[src/rtl/limb_serial_addsub_if.sv]
// ---------------------------------------------------------------------------
// limb_serial_addsub_if
// Request/response bundle for the limb-serial adder/subtractor.
//   start     : request; only sampled while the engine is idle
//   subtract  : 0 = A+B, 1 = A-B; captured with start
//   in_a/in_b : operands; captured with start
//   in_m      : modulus; captured with start, used only when MODADD_EN is defined
//   result    : WIDTH+1 bits; bit WIDTH is carry (add) or borrow (sub)
//   busy      : operation in flight
//   done      : one-cycle completion pulse; result valid from this cycle
// master = requester, slave = the arithmetic engine.
// ---------------------------------------------------------------------------
interface limb_serial_addsub_if #(
   parameter int WIDTH = 384
);
   logic             start;
   logic             subtract;
   logic [WIDTH-1:0] in_a;
   logic [WIDTH-1:0] in_b;
   logic [WIDTH-1:0] in_m;
   logic [WIDTH:0]   result;
   logic             busy;
   logic             done;

   modport master (
      output start, subtract, in_a, in_b, in_m,
      input  result, busy, done
   );

   modport slave (
      input  start, subtract, in_a, in_b, in_m,
      output result, busy, done
   );
endinterface

[src/rtl/limb_serial_addsub.sv]
// ---------------------------------------------------------------------------
// limb_serial_addsub
// WIDTH-bit add/subtract processed one LIMB-bit slice per clock through a
// single narrow carry chain. Subtraction is A + ~B + 1 (carry-in of 1).
// Optional modular correction is compiled in with the macro MODADD_EN:
// after the raw pass, a second limb-serial pass computes U = T-M (add) or
// U = T+M (sub) and the final result picks T or U.
//
// Ports:
//   clk   : rising-edge clock
//   reset : asynchronous active-high reset; aborts any operation in flight
//   bus   : limb_serial_addsub_if.slave (start/subtract/in_a/in_b/in_m in,
//           result/busy/done out)
//
// Latency: done rises NLIMB+1 cycles after the accepting edge
// (2*NLIMB+1 when MODADD_EN is defined).
// ---------------------------------------------------------------------------
module limb_serial_addsub #(
   parameter int WIDTH = 384,
   parameter int LIMB  = 64
) (
   input  logic                 clk,
   input  logic                 reset,
   limb_serial_addsub_if.slave  bus
);

   localparam int NLIMB = WIDTH / LIMB;
   localparam int IDX_W = (NLIMB > 1) ? $clog2(NLIMB) : 1;
   localparam logic [IDX_W-1:0] LAST_IDX = IDX_W'(NLIMB - 1);

   typedef enum logic [1:0] {
      S_IDLE,
      S_ADD,
      S_CORR,
      S_DONE
   } state_t;

   state_t state_reg, state_next;

   // Operand shift registers: the current limb always sits at the bottom.
   logic [WIDTH-1:0] a_reg;
   logic [WIDTH-1:0] b_reg;
   logic             sub_reg;
   logic             carry_reg;
   logic [IDX_W-1:0] idx_reg;
   // Raw sum/difference T; limbs are shifted in from the top.
   logic [WIDTH-1:0] t_reg;
   logic             t_flag_reg;
   logic [WIDTH:0]   result_reg;
   logic             busy_reg;
   logic             done_reg;

`ifdef MODADD_EN
   logic [WIDTH-1:0] m_reg;
   logic [WIDTH-1:0] u_reg;
`else
   // Modulus is not needed in the plain build.
   logic             unused_m;
   assign unused_m = ^bus.in_m;
`endif

   logic last_limb;
   assign last_limb = (idx_reg == LAST_IDX);

   // ------------------------------------------------------------------
   // Next-state logic
   // ------------------------------------------------------------------
   always_comb begin
      state_next = state_reg;
      case (state_reg)
         S_IDLE: begin
            if (bus.start) begin
               state_next = S_ADD;
            end
         end
         S_ADD: begin
            if (last_limb) begin
`ifdef MODADD_EN
               state_next = S_CORR;
`else
               state_next = S_DONE;
`endif
            end
         end
         S_CORR: begin
            if (last_limb) begin
               state_next = S_DONE;
            end
         end
         S_DONE: begin
            state_next = S_IDLE;
         end
         default: begin
            state_next = S_IDLE;
         end
      endcase
   end

   // ------------------------------------------------------------------
   // Shared limb adder. During ADD it sees A_i and B_i; during CORR it
   // sees T_i and M_i. The second operand is inverted for A-B and for
   // T-M (i.e. when exactly one of subtract / correction is active),
   // which is why the correction pass starts with carry = ~subtract.
   // ------------------------------------------------------------------
   logic             in_corr;
   logic             invert_y;
   logic [LIMB-1:0]  op_x;
   logic [LIMB-1:0]  op_y_raw;
   logic [LIMB-1:0]  op_y;
   logic [LIMB:0]    limb_sum;
   logic [WIDTH+LIMB-1:0] t_shift_in;

   always_comb begin
      in_corr  = (state_reg == S_CORR);
      op_x     = a_reg[LIMB-1:0];
      op_y_raw = b_reg[LIMB-1:0];
`ifdef MODADD_EN
      if (in_corr) begin
         op_x     = t_reg[LIMB-1:0];
         op_y_raw = m_reg[LIMB-1:0];
      end
`endif
      invert_y   = sub_reg ^ in_corr;
      op_y       = invert_y ? ~op_y_raw : op_y_raw;
      limb_sum   = {1'b0, op_x} + {1'b0, op_y} + {{LIMB{1'b0}}, carry_reg};
      t_shift_in = {limb_sum[LIMB-1:0], t_reg};
   end

`ifdef MODADD_EN
   // During CORR, T is rotated so that it returns to its original
   // alignment after NLIMB cycles and is still available for selection.
   logic [WIDTH+LIMB-1:0] t_rotate;
   logic [WIDTH+LIMB-1:0] u_shift_in;
   logic                  use_u;

   always_comb begin
      t_rotate   = {t_reg[LIMB-1:0], t_reg};
      u_shift_in = {limb_sum[LIMB-1:0], u_reg};
      // carry_reg holds the final carry of the correction pass here:
      // for add, carry=1 means T-M did not borrow, i.e. T >= M.
      if (sub_reg) begin
         use_u = t_flag_reg;
      end else begin
         use_u = t_flag_reg | carry_reg;
      end
   end
`endif

   // ------------------------------------------------------------------
   // State and datapath registers
   // ------------------------------------------------------------------
   always_ff @(posedge clk or posedge reset) begin
      if (reset) begin
         state_reg  <= S_IDLE;
         a_reg      <= '0;
         b_reg      <= '0;
         sub_reg    <= 1'b0;
         carry_reg  <= 1'b0;
         idx_reg    <= '0;
         t_reg      <= '0;
         t_flag_reg <= 1'b0;
         result_reg <= '0;
         busy_reg   <= 1'b0;
         done_reg   <= 1'b0;
`ifdef MODADD_EN
         m_reg      <= '0;
         u_reg      <= '0;
`endif
      end else begin
         state_reg <= state_next;
         done_reg  <= 1'b0;
         case (state_reg)
            S_IDLE: begin
               if (bus.start) begin
                  a_reg     <= bus.in_a;
                  b_reg     <= bus.in_b;
                  sub_reg   <= bus.subtract;
                  carry_reg <= bus.subtract;
                  idx_reg   <= '0;
                  busy_reg  <= 1'b1;
`ifdef MODADD_EN
                  m_reg     <= bus.in_m;
`endif
               end
            end
            S_ADD: begin
               a_reg     <= a_reg >> LIMB;
               b_reg     <= b_reg >> LIMB;
               t_reg     <= t_shift_in[WIDTH+LIMB-1:LIMB];
               carry_reg <= limb_sum[LIMB];
               if (last_limb) begin
                  idx_reg    <= '0;
                  // XOR with subtract turns the carry-out into a borrow.
                  t_flag_reg <= limb_sum[LIMB] ^ sub_reg;
`ifdef MODADD_EN
                  carry_reg  <= ~sub_reg;
`endif
               end else begin
                  idx_reg <= idx_reg + IDX_W'(1);
               end
            end
`ifdef MODADD_EN
            S_CORR: begin
               t_reg     <= t_rotate[WIDTH+LIMB-1:LIMB];
               m_reg     <= m_reg >> LIMB;
               u_reg     <= u_shift_in[WIDTH+LIMB-1:LIMB];
               carry_reg <= limb_sum[LIMB];
               if (last_limb) begin
                  idx_reg <= '0;
               end else begin
                  idx_reg <= idx_reg + IDX_W'(1);
               end
            end
`endif
            S_DONE: begin
`ifdef MODADD_EN
               result_reg <= {1'b0, (use_u ? u_reg : t_reg)};
`else
               result_reg <= {t_flag_reg, t_reg};
`endif
               done_reg   <= 1'b1;
               busy_reg   <= 1'b0;
            end
            default: begin
               done_reg <= 1'b0;
            end
         endcase
      end
   end

   assign bus.result = result_reg;
   assign bus.busy   = busy_reg;
   assign bus.done   = done_reg;

endmodule

[src/flat_wrapper.sv]
// flat-port wrapper written by rule: the top's interface ports become plain ports
module limb_serial_addsub_flat 
#(
   parameter int WIDTH = 384,
   parameter int LIMB  = 64
)
  (clk, reset, bus_start, bus_subtract, bus_in_a, bus_in_b, bus_in_m, bus_result, bus_busy, bus_done);
  limb_serial_addsub_if #(.WIDTH(WIDTH)) bus_i ();
  input  logic clk;
  input  logic reset;
  input wire logic [$bits(bus_i.start)-1:0] bus_start;
  input wire logic [$bits(bus_i.subtract)-1:0] bus_subtract;
  input wire logic [$bits(bus_i.in_a)-1:0] bus_in_a;
  input wire logic [$bits(bus_i.in_b)-1:0] bus_in_b;
  input wire logic [$bits(bus_i.in_m)-1:0] bus_in_m;
  output wire logic [$bits(bus_i.result)-1:0] bus_result;
  output wire logic [$bits(bus_i.busy)-1:0] bus_busy;
  output wire logic [$bits(bus_i.done)-1:0] bus_done;
  assign bus_i.start = bus_start;
  assign bus_i.subtract = bus_subtract;
  assign bus_i.in_a = bus_in_a;
  assign bus_i.in_b = bus_in_b;
  assign bus_i.in_m = bus_in_m;
  assign bus_result = bus_i.result;
  assign bus_busy = bus_i.busy;
  assign bus_done = bus_i.done;
  limb_serial_addsub #(.WIDTH(WIDTH), .LIMB(LIMB)) u_core (.clk(clk), .reset(reset), .bus(bus_i));
endmodule
[config.mk]
export PLATFORM = sky130hd
export DESIGN_NAME = limb_serial_addsub_flat
export DESIGN_NICKNAME = d
export VERILOG_FILES = /design/src/rtl/limb_serial_addsub_if.sv /design/src/rtl/limb_serial_addsub.sv /design/src/flat_wrapper.sv
export SDC_FILE = /design/constraint.sdc
export NUM_CORES = 2
export LEC_CHECK = 0
export CELL_PAD_IN_SITES_DETAIL_PLACEMENT = 1
export CELL_PAD_IN_SITES_GLOBAL_PLACEMENT = 2
export CORE_AREA = 2 2 598 600
export CTS_BUF_LIST = sky130_fd_sc_hd__clkbuf_4
export DETAILED_ROUTE_END_ITERATION = 10
export DIE_AREA = 0 0 600 602
export PLACE_DENSITY = 0.56
export REMOVE_ABC_BUFFERS = 1
export SLEW_MARGIN = 20
export SYNTH_ARGS = -nofsm -noshare
export SYNTH_HDL_FRONTEND = slang
export SYNTH_SLANG_ARGS = --single-unit
[constraint.sdc]
create_clock -name clk -period 68.5 [get_ports clk]
set_clock_uncertainty 0.05 [all_clocks]
set_input_delay 13.7 -clock clk [delete_from_list [all_inputs] [get_ports clk]]
set_output_delay 13.7 -clock clk [all_outputs]
set_load 0.005 [all_outputs]
## After elaboration in Yosys (flattened, before gate mapping)

Index checks and enable logic that the tools add are counted.

| cells by class | value |
|---|---|
| add/sub/neg operators | 3 |
| multiply operators | 0 |
| divide/modulo/power cells | 0 |
| magnitude comparators | 0 |
| eq/ne operators | 6 |
| shifts and indexed selects | 0 |
| muxes and demuxes | 16 |
| bitwise gates (word level) | 3 |
| reductions and logical operators | 9 |

Operators by type and width:

| cell | count |
|---|---|
| $pmux W384 S2 | 2 |
| $mux W384 | 2 |
| $add A64 B64 Y65 | 1 |
| $add A65 B1 Y65 | 1 |
| $mux W64 | 1 |
| $not A64 Y64 | 1 |
| $reduce_and A2 Y1 | 5 |
| $mux W3 | 2 |
| $pmux W2 S3 | 1 |
| $pmux W3 S2 | 1 |
| $eq A2 B2 Y1 const B | 2 |
| $mux W2 | 2 |
| $pmux W1 S2 | 2 |
| $reduce_bool A2 Y1 | 2 |
| $add A3 B1 Y3 const B | 1 |
| $eq A3 B3 Y1 const B | 1 |
| $mux W1 | 3 |
| $eq A2 B1 Y1 const B | 1 |
| $logic_not A2 Y1 | 1 |
| $ne A2 B1 Y1 const B | 1 |
| $ne A2 B2 Y1 const B | 1 |
| $reduce_or A2 Y1 | 1 |
| $xor A1 B1 Y1 | 2 |

| storage, ports and cells | value |
|---|---|
| flip-flop bits (word level) | 1547 |
| bits in latches | 0 |
| RAM bits | 0 |
| memory bits (read-only) | 0 |
| output and inout bits | 387 |
| word-level logic and storage cells | 48 |
| memories kept | 0 |

## Depth between registers and ports, before layout

| logic depth | value |
|---|---|
| word-level depth | 6 |
| depth in mapped cells | 16 |
| mapped depth without buffers | 16 |

## Least setup slack after synthesis

OpenSTA, ideal clock, no wires.

| timing | value |
|---|---|
| kind | in2reg |
| start point | input port bus_start |
| end point | register u_core.idx_reg[1] |
| library setup time | 0.083 ns |
| data arrival time | 15.416 ns |
| setup slack | 52.951 ns |
| cell stages on the path | 9 |
| buffers on the path | 5 |
| cell sequence | nand2b_1 -> clkbuf_1 -> o21ai_1 -> clkbuf_1 -> clkbuf_1 -> clkbuf_1 -> clkbuf_1 -> nand2_1 -> o21ai_0 |

| between the ends | value |
|---|---|
| word-level cells in the longest chain between the ends | 2 |

Ends and longest elaborated chain:

| item | line | source |
|---|---|---|
| from (decl) | flat_wrapper.sv:11 | `input wire logic [$bits(bus_i.start)-1:0] bus_start;` |
| $ne A2 B2 Y1 (no line) | - |  |
| $reduce_and A2 Y1 (no line) | - |  |
| to (signal assigned) | limb_serial_addsub.sv:199 | `idx_reg <= idx_reg + IDX_W'(1);` |
| to (decl) | limb_serial_addsub.sv:45 | `logic [IDX_W-1:0] idx_reg;` |

Every way passes these cells.
A chain may end at the register's enable or synchronous reset.

==> results.yml <==
run_status:
  status: "completed"
clock_network:
  cts_inserted_buffers: 459
  cts_setup_buffers: 0
  clock_sinks: 1547
  cts_hold_buf: 0
  clockBufferDepth: 4
  cts_resized: 0
  htreeDepth: 5
  cts.clk_slew.worst_paths_ns: 0.07
  worstSkewPairLatency_ns: 1.38
  clockRootBuffer: "clkbuf_4"
  cts_tree: "yes"
grt:
  track_usage_pct: 14.2
  grt_pass1_vias: 51500
  antenna_found_initial: 134
  grt_pass1_wl_um: 374000
  grt_max_degree: 129
  grt-ovfl-total: 0
hold_path:
  hp-start: "u_core.t_reg[29]$_DFFE_PP0P_"
  holdPathStages: 1
  holdCritPathClass: "register to register"
sta:
  finalCriticalPeriod_ns: 17.28
  setup_viol_count_final: 0
  finalHoldViolations: 0
  tns_ns: 0
  slew_headroom_pct: 25.3
  tightest_slew_ns: 1.12
  post-route-period-util_pct: 25.2
  max_freq_mhz: 57.9
  slew_viol_final: 0
  rsz0062_at_grt: "false"
place:
  portBuffers: 1158
  dp_hpwl_um: 196000
  gp_congestion: 0.798
die:
  dieWidth_um: 600
  initial_utilization_pct: 18.7
  fp-row-count: 219
  die_h_um: 602
  core_area_um2: 355000
  ios: 1543
  dieArea_um2: 361000
worst_setup_path:
  worst_ep_required_time_ns: 69.76
  critical_path.startpoint: "reset"
  worstPathMaxFanout: 118
  start_kind: "input pin"
  path_class: "input pin to async pin"
  rr_startpoint: "u_core.state_reg[0]$_DFFE_PP0P_"
  crit_arrival_ns: 18.54
  cp-end-kind: "async pin"
  r2r_cells: 17
job:
  drv_cap: 0
layout:
  area_growth_pct: 34.2
  largest_reg_flops: 385
  layout.nets: 7953
  layout-drive-gt1-share_pct: 22.0
  final_util_pct: 25.1
logic_synthesis:
  synth-seq-cells: 1547
  syn_inst: 5400
  ys_top_cells_by_count: "dfrtp_1, mux2_2, nand2_1"
  async_flop_share_pct: 100
  syn_area_per_cell_um2: 12.3
  synth_compound_area_share_pct: 9.10
  synth.area.top_cells: "dfrtp_1, mux2_2, mux2i_1"
  ys_types: 66
  netlist_area_um2: 66500
  yosys.area_share.simple_pct: 5.21
  synth-adder-area-share_pct: 1.34
  synth_ff_type: "dfrtp_1"
  yosys_warnings: 0
  yosysSeqAreaShare_pct: 58.2
  synth.most_common_cell: "dfrtp_1"
  synth_top_family_by_area: "multiplexers"
  yosysTopAreaCell: "dfrtp_1"
  synth_xor_xnor_area_share_pct: 1.54
  netlist.area_leader.share_pct: 58.2
  synth_edf_count: 0
  synth.area.mux_share_pct: 22.4
power:
  power.net_switching_mw: 1.91
  intPower_mw: 2.76
  ir_drop_v: 0.0000301
  p_clk_share_pct: 19.3
  sw_frac_of_total_pct: 40.9
  p_per_area_nw_per_um2: 52.4
  p_comb_share_pct: 46.3
  power_frac_seq_pct: 34.4
  p_leak_nw: 39.4
detailed_routing:
  routed_wl_um: 263000
  vias: 48000
  viasPerCell: 4.05
  drc: 0
  dr.first_iter.drc_count: 2125
  routedWlPerCell_um: 22.2
  dr.pass1.iters: 5
  postRouteAntennaNets: 0
power groups by stage:
stage	Sequential, mW	Clock, mW	Combinational, mW
floorplan	1.57	0	2.41
global placement	1.61	0	2.17
detailed placement	1.63	0	2.20
CTS	1.62	0.953	2.21
global route	1.67	1.00	2.37
finish	1.61	0.903	2.17
per-layer routing:
layer	vias up	wire [um]	GRT usage, %
met5	-	259	0
met4	38	11100	6.46
met3	555	14300	3.44
met1	24000	116000	18.1
met2	1303	122000	22.6
li1	22000	-	-
worst max-delay path, cell delays in order:
cell and delay, ns:
clkdlybuf4s50_1 0.49, inv_8 0.65, buf_4 0.79, buf_4 0.58
buf_6 0.64, buf_6 0.65, buf_4 0.86
cell usage in the layout, fill, tap and decap left out, types with 5 or more instances in the layout:
cell and instances:
a21o_1 37, a21oi_1 79, a22o_1 130, a31oi_1 11, and2_1 7, and3_1 7
buf_12 8, buf_4 49, clkbuf_4 682, clkdlybuf4s50_1 1158, clkinv_1 67, clkinv_4 7
clkinv_8 5, dfrtp_1 1547, diode_2 55, ha_1 66, inv_1 22, inv_6 10
mux2_2 754, mux2i_1 642, nand2_1 719, nand2b_1 6, nand3_1 12, nand4_1 18
nor2_1 50, nor2b_1 8, nor3_1 14, o211ai_1 6, o21a_1 13, o21ai_0 688
o21ai_1 5, o21bai_1 10, o31ai_1 9, xnor2_1 93, xor2_1 23
stage by stage:
stage / worst slack [ns] / cells / cell area [um^2] / power [mW] / hold WS [ns]
final: 51.22 / 11900 / 89200 / 4.68 / 0.426
after global routing: 50.64 / 11800 / 89200 / 5.05 / 0.447
after CTS: 50.58 / 11800 / 89100 / 4.78 / 0.432
after detailed placement: 48.98 / 11000 / 83300 / 3.84 / 0.420
after global placement: 49.11 / 11000 / 83300 / 3.79 / 0.412
after floorplan: -184.00 / 5046 / 65100 / 3.98 / 0.392
final timing paths:
check	to	slack [ns]
min in group asynchronous	u_core.bus.result[61]$_DFFE_PP0P_	12.91
worst max register to register	u_core.t_reg[362]$_DFFE_PP0P_	62.70
worst min-delay path	u_core.bus.result[29]$_DFFE_PP0P_	0.43
worst max-delay path	u_core.bus.result[153]$_DFFE_PP0P_	51.22
worst min register to register	u_core.bus.result[29]$_DFFE_PP0P_	0.43
max in group clk	u_core.a_reg[237]$_DFFE_PP0P_	51.30
cell type report:
cell class                      count  area (um^2)
Sequential cell                  1547        38700
Fill cell                       39700       266000
Timing Repair Buffer             1220        12200
Inverter                           23         93.8
Tap cell                         4751         5940
Multi-Input combinational cell   3476        26400
Antenna cell                       55          138
Clock buffer                      682         5120
Clock inverter                     99          636
cell families (layout without fill, tap and decap cells):
kind of cell    Yosys count  after routing
fa+ha+maj                70             70
compound gates         1032           1032
buf+inv                 377           2024
other cells               0             55
xor+xnor                117            117
simple gates            861            861
mux                    1396           1396
flops                  1547           1547
No activity file was read; power rests on OpenSTA's default activity.
